--- src/rtl/counter_nb.sv ---
`default_nettype none
// ============================================================================
//  Module   : counter_nb
//  Brief    : Parametrised multi-mode counter (up, down, down-by-step, load)
//             with cascade carry, registered compare-match pulse and a
//             saturating wrap-event counter.
//  Revision : 1.0  initial release
// ============================================================================
module counter_nb #(
    parameter int WIDTH   = 8,
    parameter int STEP_DN = 3,
    parameter int WRAP_W  = 4
) (
    input  logic              clk,
    input  logic              reset,
    input  logic              enable,
    input  logic              carry_in,
    input  logic [1:0]        mode,
    input  logic [WIDTH-1:0]  D,
    input  logic [WIDTH-1:0]  cmp_val,
    output logic [WIDTH-1:0]  Q,
    output logic              rco,
    output logic              load,
    output logic              carry_out,
    output logic              match,
    output logic [WRAP_W-1:0] wraps
);

    localparam logic [1:0]        c_MODE_UP   = 2'b00;
    localparam logic [1:0]        c_MODE_DN1  = 2'b01;
    localparam logic [1:0]        c_MODE_DNS  = 2'b10;
    localparam logic [1:0]        c_MODE_LOAD = 2'b11;
    localparam logic [WIDTH:0]    c_ONE_EXT   = (WIDTH+1)'(1);
    localparam logic [WIDTH:0]    c_STEP_EXT  = (WIDTH+1)'(STEP_DN);
    localparam logic [WRAP_W-1:0] c_WRAP_MAX  = {WRAP_W{1'b1}};
    localparam logic [WRAP_W-1:0] c_WRAP_ONE  = WRAP_W'(1);

    logic [WIDTH-1:0]  r_q;
    logic              r_rco;
    logic              r_load;
    logic              r_match;
    logic [WRAP_W-1:0] r_wraps;

    logic              w_act;
    logic [WIDTH:0]    w_q_ext;
    logic [WIDTH:0]    w_up_ext;
    logic [WIDTH:0]    w_dn1_ext;
    logic [WIDTH:0]    w_dns_ext;
    logic [WIDTH-1:0]  w_q_next;
    logic              w_terminal;
    logic              w_is_load;

    // The counter only advances when both the local enable and the
    // cascade enable from the lower stage are present.
    assign w_act     = enable & carry_in;

    // All arithmetic is done one bit wider so the top bit is the carry
    // (up) or the borrow (down) of the WIDTH-bit operation.
    assign w_q_ext   = {1'b0, r_q};
    assign w_up_ext  = w_q_ext + c_ONE_EXT;
    assign w_dn1_ext = w_q_ext - c_ONE_EXT;
    assign w_dns_ext = w_q_ext - c_STEP_EXT;

    // Select the candidate next count and the terminal (wrap/borrow) flag.
    always_comb begin
        w_q_next   = r_q;
        w_terminal = 1'b0;
        w_is_load  = 1'b0;
        case (mode)
            c_MODE_UP: begin
                w_q_next   = w_up_ext[WIDTH-1:0];
                w_terminal = w_up_ext[WIDTH];
            end
            c_MODE_DN1: begin
                w_q_next   = w_dn1_ext[WIDTH-1:0];
                w_terminal = w_dn1_ext[WIDTH];
            end
            c_MODE_DNS: begin
                w_q_next   = w_dns_ext[WIDTH-1:0];
                w_terminal = w_dns_ext[WIDTH];
            end
            c_MODE_LOAD: begin
                w_q_next   = D;
                w_terminal = 1'b0;
                w_is_load  = 1'b1;
            end
            default: begin
                w_q_next   = r_q;
                w_terminal = 1'b0;
                w_is_load  = 1'b0;
            end
        endcase
    end

    // Cascade carry is combinational so the upper stage sees it in the
    // same cycle; it equals the rco value this stage will register.
    assign carry_out = w_act & w_terminal;

    // Count register with its registered status flags; the flags are
    // single-cycle pulses that drop whenever the counter is idle.
    always_ff @(posedge clk or posedge reset) begin
        if (reset) begin
            r_q     <= '0;
            r_rco   <= 1'b0;
            r_load  <= 1'b0;
            r_match <= 1'b0;
        end else if (w_act) begin
            r_q     <= w_q_next;
            r_rco   <= w_terminal;
            r_load  <= w_is_load;
            r_match <= (w_q_next == cmp_val);
        end else begin
            r_rco   <= 1'b0;
            r_load  <= 1'b0;
            r_match <= 1'b0;
        end
    end

    // Saturating wrap-event counter; stops at all-ones, only reset clears it.
    always_ff @(posedge clk or posedge reset) begin
        if (reset) begin
            r_wraps <= '0;
        end else if (w_act && w_terminal && (r_wraps != c_WRAP_MAX)) begin
            r_wraps <= r_wraps + c_WRAP_ONE;
        end
    end

    assign Q     = r_q;
    assign rco   = r_rco;
    assign load  = r_load;
    assign match = r_match;
    assign wraps = r_wraps;

endmodule
`default_nettype wire

--- config.mk ---
export PLATFORM = sky130hd
export DESIGN_NAME = counter_nb
export DESIGN_NICKNAME = d
export VERILOG_FILES = /design/src/rtl/counter_nb.sv
export SDC_FILE = /design/constraint.sdc
export NUM_CORES = 1
export LEC_CHECK = 0
export CORE_MARGIN = 5
export CORE_UTILIZATION = 30
export CTS_CLUSTER_DIAMETER = 50
export DETAILED_ROUTE_END_ITERATION = 8
export PLACE_DENSITY = 0.52
export SLEW_MARGIN = 0
export SYNTH_ARGS = -nofsm -noshare
export SYNTH_HDL_FRONTEND = slang
export SYNTH_SLANG_ARGS = --single-unit
export TNS_END_PERCENT = 1
--- constraint.sdc ---
create_clock -name clk -period 2.2 [get_ports clk]
set_clock_uncertainty 0.15 [all_clocks]
set_input_delay 0.44 -clock clk [delete_from_list [all_inputs] [get_ports clk]]
set_output_delay 0.44 -clock clk [all_outputs]
set_load 0.03 [all_outputs]
==> summary.md <==
The tools report the startpoint type of the worst setup path as an input pin. The slowest stage of the critical path belongs to the cell clkdlybuf4s50_1. For this configuration, the core starts out at a cell density of 31.23%.

After clock tree synthesis, the clock-pin slew on the worst setup and hold paths is 0.07 ns. The run gives 5213 um as the routed wire length. On the worst path, the slowest cell contributes a delay of 0.43 ns. Entering global routing, the biggest net connects 16 pins. The tools report the violation count after the first detailed-route iteration as 80. The number of max-cap violations came out at 0.

The first detailed-routing pass ran for 4 iterations. The highest clock rate was 0.4031 GHz; the ratio of final minimum period to clock period was 112.8%. The die outline width came out at 83.38 um. The mean cell area of the mapped netlist came out at 8.413 um^2.

In this run the standard cell core region covers 5172 um^2. For the total grt overflow, the log shows 0. Setup repair after global routing could not meet its margin everywhere.

The number of warnings printed during yosys synthesis is 0, and the combined area of the multi-input logic cells is 1139 um^2. The kind of critical path was input pin to output pin. TritonCTS built the clock tree. The cell area that synthesis handed to floorplanning was 1615 um^2.

The antenna diode instance count was 0; the combined buffer and inverter count along the critical path was 4. The logs give 192 for the cell count after synthesis and 6951 um^2 for the area enclosed by the die boundary. By instance count, the cell type seen most on the critical path is buf_6. Using the TritonRoute via totals, the vias-per-cell ratio works out to 5.046. For the worst slew margin relative to its limit, the log shows 73.71%.

The run gives 1.61 ns as the worst endpoint required time. The library cells used most frequently in the layout, excluding fill and tap cells, are buf_4 (56), clkdlybuf4s50_1 (33), nand2_1 (14), nor2_1 (14). In the final design database the tool counted 303 nets. The post-layout minimum cycle time is 2.481 ns. The tightest min-delay check is of the input pin to asynchronous set/reset pin type. For this run, the leading register cell type out of synthesis is dfrtp_1.

Final number of hold-violating endpoints: 0. The run gives 2392 um^2 as the standard cell area after detailed placement. Setup violations remaining at the end of the flow were counted as 6.

The all-layer global routing usage came out at 15.39%. At the later pin of the worst-skew pair, clock insertion delay measures 0.25 ns. Hold timing on the final database bottoms out at a slack of 0.3431 ns.

Number of H-tree levels: 1. For the number of fill cells in the layout, the log shows 502. The routability congestion estimate from global placement is 0.9175, and the static leakage is 1.101 nW. Yosys mapped the design onto 55 distinct sky130hd cell types. The kind of cell with the highest combined delay on the critical path is buffers and inverters. The run gives 217 as the synthesized net count. Leaving out fill and tap cells, the most frequent cell in the layout is buf_4. Walking the worst path, the cells encountered are clkdlybuf4s50_1, buf_6, buf_4, nor2_4, and3_4, nand3_2, a21oi_4, buf_6. The detailed router placed 1751 vias in this run.

Pin placement for this block handled 38 I/O pins. The number of global-route vias before repair was 1800; the transition time at the pin with the least slew margin was 0.3914 ns. The port buffer count was 37; the number of cell rows was 26. First-pass GRT wire length: 8735 um. Counting flops with a built-in enable in the synthesized netlist gives 0. Once placement completed, the tool counted placed cells totaling 342. Share of flip-flops with an asynchronous set or reset after synthesis: 100.0%. Measured along the y axis, the die boundary spans 83.38 um. The final reports fail on negative setup slack.

The number of clock sinks was 15; the detailed placer's ending HPWL was 4140 um. The wire length per cell was 15.02 um; the area of all placed cells without fillers was 2524 um^2. The number of buffers inserted by hold repair at cts is 0, and the area added between synthesis and finish is 56.24%. After detailed routing, the number of remaining DRC violations is 0. The largest fanout of any net on the critical path was 8. The logs give 0 for the remaining number of nets flagged by the antenna check after routing and -0.8203 ns for the total negative slack for setup checks. The tools report the clock buffer count from CTS as 3. The tools report the endpoint type of the worst setup path as an output pin. The least setup slack across all paths after layout is -0.2807 ns, and the number of cells in the finished layout apart from fillers is 347.

The initial antenna violation count was 0; the layout cell share with drive strength beyond 1 was 36.10%. Registers take 380.4 um^2. The number of max-slew violations in the final report is 0. The number of flip-flops and latches in the synthesized netlist came out at 15.

The tools report the buffer cell driving the clock tree root as clkbuf_8. Of the synthesized area, sequential elements account for 23.24%. The run finished, with violations left. The logs give -0.5986 ns for the minimum setup slack after placement and 401.2 uV for the worst IR drop on VDD. For the maximum root-to-sink buffer count, the log shows 2. STA puts the critical path data arrival time at 1.89 ns. Total power divided by cell area: 789.1 nW/um^2.
[per-stage QoR]
step                total power, mW  utilization, %
global route                  2.142           48.79
floorplan                     1.184               -
global placement              1.723           46.25
finish                        1.992           48.79
CTS                           1.982           47.85
detailed placement            1.723           46.25
[cells by family after synthesis]
family                   count (synthesis)  share of synthesized area [%]
multiplexers                             7                          4.802
adder cells (fa/ha/maj)                  3                          2.324
buffers and inverters                   23                          11.46
flip-flops                              15                          23.24
AND/OR/NAND/NOR                         85                          30.21
XOR/XNOR                                10                          5.422
AO/OA/AOI/OAI                           49                          22.54
[registers in the layout, indices dropped and copies added (netlist names)]
register  cells
rco           1
wraps         4
Q             8
match         1
load          1
[final timing paths]
| kind | start | to | slack [ns] | cells after the start |
|---|---|---|---|---|
| max | mode[0] | carry_out | -0.28 | 8 |
| min | reset | wraps[3]$_DFFE_PP0P_ | 0.34 | 3 |
| max reg2reg | Q[4]$_DFFE_PP0P_ | match$_DFF_PP0_ | -0.26 | 6 |
| min reg2reg | wraps[0]$_DFFE_PP0P_ | wraps[0]$_DFFE_PP0P_ | 0.39 | 1 |
| max in group asynchronous | reset | Q[1]$_DFFE_PP0P_ | 1.35 | 3 |
| min in group clk | wraps[0]$_DFFE_PP0P_ | wraps[0]$_DFFE_PP0P_ | 0.39 | 1 |
[layer usage]
layer	global-route usage, %	up-vias	part of all wire (%)
li1	-	883	-
met1	19.65	820	46
met2	26.09	42	48
met3	3.465	6	4.9
met4	3.863	0	1.4
met5	0	-	0
[Yosys cell counts (2+ instances only)]
library cell,n,area [um^2]
o32ai_1,2,17.52
xnor2_1,5,43.79
nand2_1,14,52.55
nor4_1,2,12.51
o211ai_1,2,15.01
or3_2,2,15.01
or4_1,3,22.52
nor3b_1,4,30.03
inv_1,7,26.28
and3_1,4,25.02
o221ai_1,3,26.28
xor2_1,5,43.79
or2_2,2,12.51
nand4_1,4,25.02
nand3_1,6,30.03
nand2b_1,6,37.54
a21oi_1,12,60.06
nor3_1,3,15.01
o21a_1,2,15.01
and3_2,2,15.01
mux2_2,6,67.56
clkbuf_1,8,30.03
a2111oi_0,2,17.52
dfrtp_1,15,375.4
nand3b_1,2,15.01
clkbuf_8,7,96.34
o31ai_1,3,22.52
and2_1,5,31.28
nor2_1,15,56.30
and4_1,2,17.52
o21ai_0,7,35.03
nor2b_1,3,18.77
o22ai_1,2,12.51
ha_1,3,37.54
a31oi_1,2,12.51
[cell type report]
class | count | share of cell area, %
Multi-Input combinational cell | 154 | 45.12
Timing Repair Buffer | 97 | 33.47
Sequential cell | 15 | 15.07
Tap cell | 70 | 3.471
Clock buffer | 3 | 1.636
Inverter | 7 | 1.041
Clock inverter | 1 | 0.1983
[what timing repair did]
item,in CTS,in global routing
buffers inserted,1,0
gates resized for setup,8,12
endpoints found under the setup margin,5,10
pin swaps,2,0
[power by group]
part,internal [mW],leakage [nW],switching [mW]
combinational,0.669,0.886,0.672
clock,0.126,0.0255,0.112
sequential,0.338,0.189,0.0736
total,1.13,1.10,0.858
[tightest hold or removal path, delay by kind of cell]
family / cells / cell delay, ns
buffers and inverters: 3 / 0.68
Note: power is estimated with default switching activity, not from simulation.
